===== src/rtl/time_set_buttons_pkg.sv =====
// Shared definitions for the time-set button conditioner.
//   - button index constants (bit positions in btn_in / btn_level / step_pulse)
//   - repeat FSM state encoding
//   - counter width helper
package time_set_buttons_pkg;

  localparam int NUM_BTN        = 4;
  localparam int BTN_MIN_ADD    = 0;
  localparam int BTN_MIN_MINUS  = 1;
  localparam int BTN_HOUR_ADD   = 2;
  localparam int BTN_HOUR_MINUS = 3;

  typedef enum logic [1:0] {
    IDLE   = 2'd0,
    HOLD   = 2'd1,
    REPEAT = 2'd2
  } rpt_state_e;

  // Width that holds the largest of the three cycle counts without wrapping.
  function automatic int cnt_width(input int a, input int b, input int c);
    int m;
    m = a;
    if (b > m) m = b;
    if (c > m) m = c;
    return (m < 2) ? 1 : $clog2(m + 1);
  endfunction

endpackage


===== src/rtl/btn_debounce.sv =====
// One push-button channel: 2-FF synchroniser, debounce counter and
// press/auto-repeat FSM.
//   i_clk    system clock
//   i_clr    synchronous active-high reset
//   i_btn    raw asynchronous button
//   o_level  debounced level
//   o_pulse  one-clk step pulse (first on press, then auto-repeat while held)
module btn_debounce
  import time_set_buttons_pkg::*;
#(
  parameter int DEBOUNCE_CYCLES = 500_000,
  parameter int REPEAT_DELAY    = 25_000_000,
  parameter int REPEAT_PERIOD   = 5_000_000
) (
  input  logic i_clk,
  input  logic i_clr,
  input  logic i_btn,
  output logic o_level,
  output logic o_pulse
);

  localparam int TW = cnt_width(DEBOUNCE_CYCLES, REPEAT_DELAY, REPEAT_PERIOD);
  localparam logic [TW-1:0] C_DEB = TW'(DEBOUNCE_CYCLES);
  localparam logic [TW-1:0] C_DLY = TW'(REPEAT_DELAY - 1);
  localparam logic [TW-1:0] C_PER = TW'(REPEAT_PERIOD - 1);

  logic          r_sync1, r_sync2;
  logic          r_level;
  logic [TW-1:0] r_db_cnt;

  rpt_state_e    r_state, w_state_nxt;
  logic [TW-1:0] r_timer, w_timer_nxt;
  logic          r_raw,   w_raw_nxt;

  // Synchroniser + debounce: level flips only after the synchronised input
  // has disagreed with it for DEBOUNCE_CYCLES consecutive cycles.
  always_ff @(posedge i_clk) begin
    if (i_clr) begin
      r_sync1  <= 1'b0;
      r_sync2  <= 1'b0;
      r_level  <= 1'b0;
      r_db_cnt <= '0;
    end else begin
      r_sync1 <= i_btn;
      r_sync2 <= r_sync1;
      if (r_sync2 == r_level) begin
        r_db_cnt <= '0;
      end else if (r_db_cnt == C_DEB) begin
        r_level  <= ~r_level;
        r_db_cnt <= '0;
      end else begin
        r_db_cnt <= r_db_cnt + 1'b1;
      end
    end
  end

  always_ff @(posedge i_clk) begin
    if (i_clr) begin
      r_state <= IDLE;
      r_timer <= '0;
      r_raw   <= 1'b0;
    end else begin
      r_state <= w_state_nxt;
      r_timer <= w_timer_nxt;
      r_raw   <= w_raw_nxt;
    end
  end

  // IDLE is only ever entered with the level low, so a high level seen in
  // IDLE is always a fresh rising edge.
  always_comb begin
    w_state_nxt = r_state;
    w_timer_nxt = r_timer;
    w_raw_nxt   = 1'b0;
    if (!r_level) begin
      w_state_nxt = IDLE;
      w_timer_nxt = '0;
    end else begin
      case (r_state)
        IDLE: begin
          w_raw_nxt   = 1'b1;
          w_timer_nxt = C_DLY;
          w_state_nxt = HOLD;
        end
        HOLD: begin
          if (r_timer == '0) begin
            w_raw_nxt   = 1'b1;
            w_timer_nxt = C_PER;
            w_state_nxt = REPEAT;
          end else begin
            w_timer_nxt = r_timer - 1'b1;
          end
        end
        REPEAT: begin
          if (r_timer == '0) begin
            w_raw_nxt   = 1'b1;
            w_timer_nxt = C_PER;
          end else begin
            w_timer_nxt = r_timer - 1'b1;
          end
        end
        default: begin
          w_state_nxt = IDLE;
          w_timer_nxt = '0;
        end
      endcase
    end
  end

  assign o_level = r_level;
  // A pulse registered on the same edge the level falls is dropped, so no
  // pulse ever appears after release.
  assign o_pulse = r_raw & r_level;

endmodule


===== src/rtl/time_set_buttons.sv =====
// Conditions the four time-set buttons for the minute/hour counters.
//   clk         system clock
//   clr         synchronous active-high reset
//   btn_in      raw buttons [0]min_add [1]min_minus [2]hour_add [3]hour_minus
//   btn_level   debounced levels
//   step_pulse  one-clk step pulses, same mapping; opposite buttons of one
//               field held together suppress that field's pulses
module time_set_buttons
  import time_set_buttons_pkg::*;
#(
  parameter int DEBOUNCE_CYCLES = 500_000,
  parameter int REPEAT_DELAY    = 25_000_000,
  parameter int REPEAT_PERIOD   = 5_000_000
) (
  input  logic               clk,
  input  logic               clr,
  input  logic [NUM_BTN-1:0] btn_in,
  output logic [NUM_BTN-1:0] btn_level,
  output logic [NUM_BTN-1:0] step_pulse
);

  logic [NUM_BTN-1:0] w_level;
  logic [NUM_BTN-1:0] w_raw;

  for (genvar i = 0; i < NUM_BTN; i++) begin : g_btn
    btn_debounce #(
      .DEBOUNCE_CYCLES(DEBOUNCE_CYCLES),
      .REPEAT_DELAY   (REPEAT_DELAY),
      .REPEAT_PERIOD  (REPEAT_PERIOD)
    ) u_btn (
      .i_clk  (clk),
      .i_clr  (clr),
      .i_btn  (btn_in[i]),
      .o_level(w_level[i]),
      .o_pulse(w_raw[i])
    );
  end

  assign btn_level = w_level;

  // Masking only gates the outputs; both FSMs keep their schedules.
  assign step_pulse[BTN_MIN_ADD]    = w_raw[BTN_MIN_ADD]    & ~w_level[BTN_MIN_MINUS];
  assign step_pulse[BTN_MIN_MINUS]  = w_raw[BTN_MIN_MINUS]  & ~w_level[BTN_MIN_ADD];
  assign step_pulse[BTN_HOUR_ADD]   = w_raw[BTN_HOUR_ADD]   & ~w_level[BTN_HOUR_MINUS];
  assign step_pulse[BTN_HOUR_MINUS] = w_raw[BTN_HOUR_MINUS] & ~w_level[BTN_HOUR_ADD];

endmodule


===== config.mk =====
export PLATFORM = sky130hd
export DESIGN_NAME = time_set_buttons
export DESIGN_NICKNAME = d
export VERILOG_FILES = /design/src/rtl/time_set_buttons_pkg.sv /design/src/rtl/btn_debounce.sv /design/src/rtl/time_set_buttons.sv
export SDC_FILE = /design/constraint.sdc
export NUM_CORES = 1
export LEC_CHECK = 0
export BUFFER_PORTS_ARGS = -buffer_cell sky130_fd_sc_hd__buf_2
export CORE_ASPECT_RATIO = 1.25
export CORE_MARGIN = 4
export CORE_UTILIZATION = 33
export CTS_BUF_LIST = sky130_fd_sc_hd__clkbuf_16
export CTS_CLUSTER_SIZE = 12
export DETAILED_ROUTE_END_ITERATION = 8
export GPL_TIMING_DRIVEN = 0
export SYNTH_ARGS = -nofsm -noshare
export SYNTH_HDL_FRONTEND = slang
export SYNTH_SLANG_ARGS = --single-unit

===== constraint.sdc =====
create_clock -name clk -period 4.5 [get_ports clk]
set_clock_uncertainty 0.15 [all_clocks]
set_input_delay 0.9 -clock clk [delete_from_list [all_inputs] [get_ports clk]]
set_output_delay 0.9 -clock clk [all_outputs]
set_load 0.01 [all_outputs]

==> out/metrics.cfg <==
[detailed_routing]
detail_route.first_pass.iterations=5
wl_per_cell_um=12.3
drcViolationCount=0
drt.antenna.violating_nets=0
detailroute.via_count=7853
detailedRoute.firstIterationViolations=307
routed_via_density=4.84
finalWirelength_um=19900

[min_path]
worstHoldPathType=flop to flop

[power_and_ir_drop]
power.static_leakage_uw=0.00456
net-switching-power_uw=790
netSwitchingFraction_pct=20.9
p_per_area_mw_per_mm2=329
power_report.internal_total_uw=2990
power.share.clock_pct=46.7
share_comb_of_total_power_pct=0.6
vdd_ir_drop_max_uv=238
seq_power_share_pct=52.7

[clock_tree]
cts_setup_buffers=0
clk_pin_slew_worst_paths_ns=0.06
post_cts_resized=0
clk_root_buffer_cell=clkbuf_16
cts_buffers=24
clock_tree_from_tritoncts=yes
clock_insertion_delay_worst_skew_ns=0.52
cts_max_level=1
cts-hold-fix-buffers=0
cts_max_path_buffers=3
clock_sink_count=224

[floorplanning]
floorplan.die.height_um=205
placementRows=71
dieArea_mm2=0.0339
number_of_top_level_design_ports=14
floorplan.initialDensity_pct=33.7
chipWidth_um=165
core_area_mm2=0.0304

[yosys]
number_of_nets_produced_by_synthesis=1207
yosys.area.top_type_share_pct=43.8
synthCells=1169
synthArstFlopShare_pct=0
ys_seq_area_share_pct=43.8
syn_avg_cell_area_um2=8.75
synth.yosys.warnings=0
synth-edff-count=0
post_synth_main_area_contributors=dfxtp_1 (44%), nor2_1 (7.4%), xnor2_1 (7.4%)
synth-main-ff-cell=dfxtp_1
synth_largest_area_cell=dfxtp_1
synth_cell_types=54
synth_seq_cells=224
syn-cell-area_mm2=0.0102

[final_layout]
num-nets-final=1246
fillCellCount=3105
drive_above_1_share_pct=5.82
diodes=0
syn_to_final_growth_pct=12.2
fin_util_pct=37.8

[worst_setup_path]
timing.critical_path.arrival_ns=3.51
worstSetupPathType=flop to flop
crit_path_end_kind=flop
timing.critical_path.from_type=flop
worst-endpoint-required_ns=4.72
critPathMaxFanout=10

[place]
post-dp-hpwl_um=13800
io_buffers=13
finalWeightedCongestion=0.772

[sta]
max_slew_margin_pct=16.5
min_period_over_period_pct=73.1
worstMarginPinSlew_ns=1.24
totalNegativeSetupSlack_ns=0
timing.fmax_mhz=304
period_needed_ns=3.29
number_of_endpoints_with_negative_hold_slack_in_the_final_report=0
finalSetupViolCount=0
final-max-slew-violation-count=0
rsz0062_at_grt=false

[status]
run_status=finished clean

[global_routing]
grt_first_pass_wirelength_um=35000
grt_util_all_layers_pct=12.0
grt_start_max_net_pins=13
grt_pass1_vias=7629
grt_remaining_overflow=0
antenna_found_initial=0

[flow_run]
timing.max_cap.violations=0

worst max-delay path, cell delays in order (launching register included):
cell and delay [ns]:
dfxtp_1 0.33, inv_1 0.06, ha_1 0.21, nor4b_1 0.52
nand4_1 0.36, or4_1 0.58, clkbuf_1 0.24, nand2_1 0.15
clkbuf_1 0.39, o21ai_0 0.16
synthesized netlist by cell type (4+ instances only):
library cell and n:
mux2i_1 12, a21oi_1 11, nor2_1 203, and3_1 13
inv_1 34, or4_1 18, nand4_1 34, nand2b_1 7
nor2b_1 13, clkbuf_1 37, nor4b_1 18, a21o_1 9
o21ai_0 57, and4_1 10, nand2_1 68, ha_1 32
dfxtp_1 224, or3_1 15, buf_4 4, o31ai_1 5
xor2_1 81, or2_2 9, nor4_1 31, nand3_1 56
xnor2_1 86, nand3b_1 4, and2_1 5, nor3_1 34
state kept, by name, summed over array words and instances (netlist names):
name                  flops
g_btn.u_btn.r_db_cnt    100
g_btn.u_btn.r_timer     100
g_btn.u_btn.r_state       8
g_btn.u_btn.o_level       4
g_btn.u_btn.r_raw         4
g_btn.u_btn.r_sync1       4
g_btn.u_btn.r_sync2       4
cell type report:
| cell class | count | area (um2) | share of cell area [%] |
|---|---|---|---|
| flip-flops and latches | 224 | 4480 | 39.1 |
| well taps | 401 | 502 | 4.37 |
| multi-input cells | 867 | 5430 | 47.3 |
| inverters | 34 | 128 | 1.11 |
| clock inverters | 13 | 57.6 | 0.501 |
| repair buffers | 13 | 65.1 | 0.567 |
| plain buffers | 44 | 190 | 1.66 |
| clock buffers | 25 | 626 | 5.45 |
logic make-up (layout without fill, tap and decap cells):
| logic type | after synthesis | after routing | synth area share [%] |
|---|---|---|---|
| AOI/OAI and AO/OA | 104 | 104 | 6.24 |
| xor gates and xnor gates | 167 | 167 | 14.3 |
| adders and majority gates | 32 | 32 | 3.91 |
| buffers and inverters | 78 | 129 | 3.11 |
| DFF | 224 | 224 | 43.8 |
| muxes | 13 | 13 | 1.28 |
| and+or+nand+nor | 551 | 551 | 27.3 |
placed cells by master, fill, tap and decap left out, types with 7 or more instances in the layout:
cell and count:
nor4b_1 18, a21o_1 9, ha_1 32, nor2_1 203, nor2b_1 13, and4_1 10
buf_2 15, o21ai_0 57, and3_1 13, a21oi_1 11, nand2b_1 7, xor2_1 81
or2_2 9, or3_1 15, clkbuf_16 25, mux2i_1 12, nor3_1 34, nand3_1 56
xnor2_1 86, clkbuf_1 37, dfxtp_1 224, or4_1 18, inv_1 40, nand4_1 34
nor4_1 31, nand2_1 68
routing by layer:
layer | vias up | global-route usage (%) | part of all wire, %
met1 | 3673 | 14.9 | 47
met3 | 26 | 1.55 | 2.8
li1 | 4079 | - | -
met2 | 75 | 21.2 | 48
met5 | - | 0 | 0
met4 | 0 | 3.83 | 1.9
final timing paths:
path,from,end,slack (ns),cells after the start
worst min register to register,g_btn[1].u_btn.r_sync1,g_btn[1].u_btn.r_sync2,0.30,1
worst max-delay path,g_btn[1].u_btn.r_timer[0],g_btn[1].u_btn.r_timer[21],1.21,9
worst min-delay path,g_btn[1].u_btn.r_sync1,g_btn[1].u_btn.r_sync2,0.30,1
worst max register to register,g_btn[1].u_btn.r_timer[0],g_btn[1].u_btn.r_timer[21],1.21,9
metrics by stage:
stage / cells / hold WS, ns / total power [uW] / instance area [um2] / setup WS [ns]
after floorplan: 1169 / 0.264 / 2050 / 10200 / 1.71
after global placement: 1583 / 0.277 / 2060 / 10800 / 1.20
after detailed placement: 1583 / 0.283 / 2060 / 10800 / 1.21
after CTS: 1621 / 0.304 / 3850 / 11500 / 1.18
after global routing: 1621 / 0.314 / 3920 / 11500 / 0.939
final: 1621 / 0.300 / 3780 / 11500 / 1.21
power by group through the flow:
| stage | sequential, uW | clock, uW | combinational (uW) |
|---|---|---|---|
| 5_1_grt | 1990 | 1900 | 26.7 |
| 6_report | 1990 | 1760 | 23.3 |
| 3_3_place_gp | 2030 | 0 | 24.0 |
| 4_1_cts | 1990 | 1830 | 24.3 |
| 3_5_place_dp | 2030 | 0 | 23.9 |
| 2_1_floorplan | 2030 | 0 | 14.8 |
(Power assumes the default switching activity.)
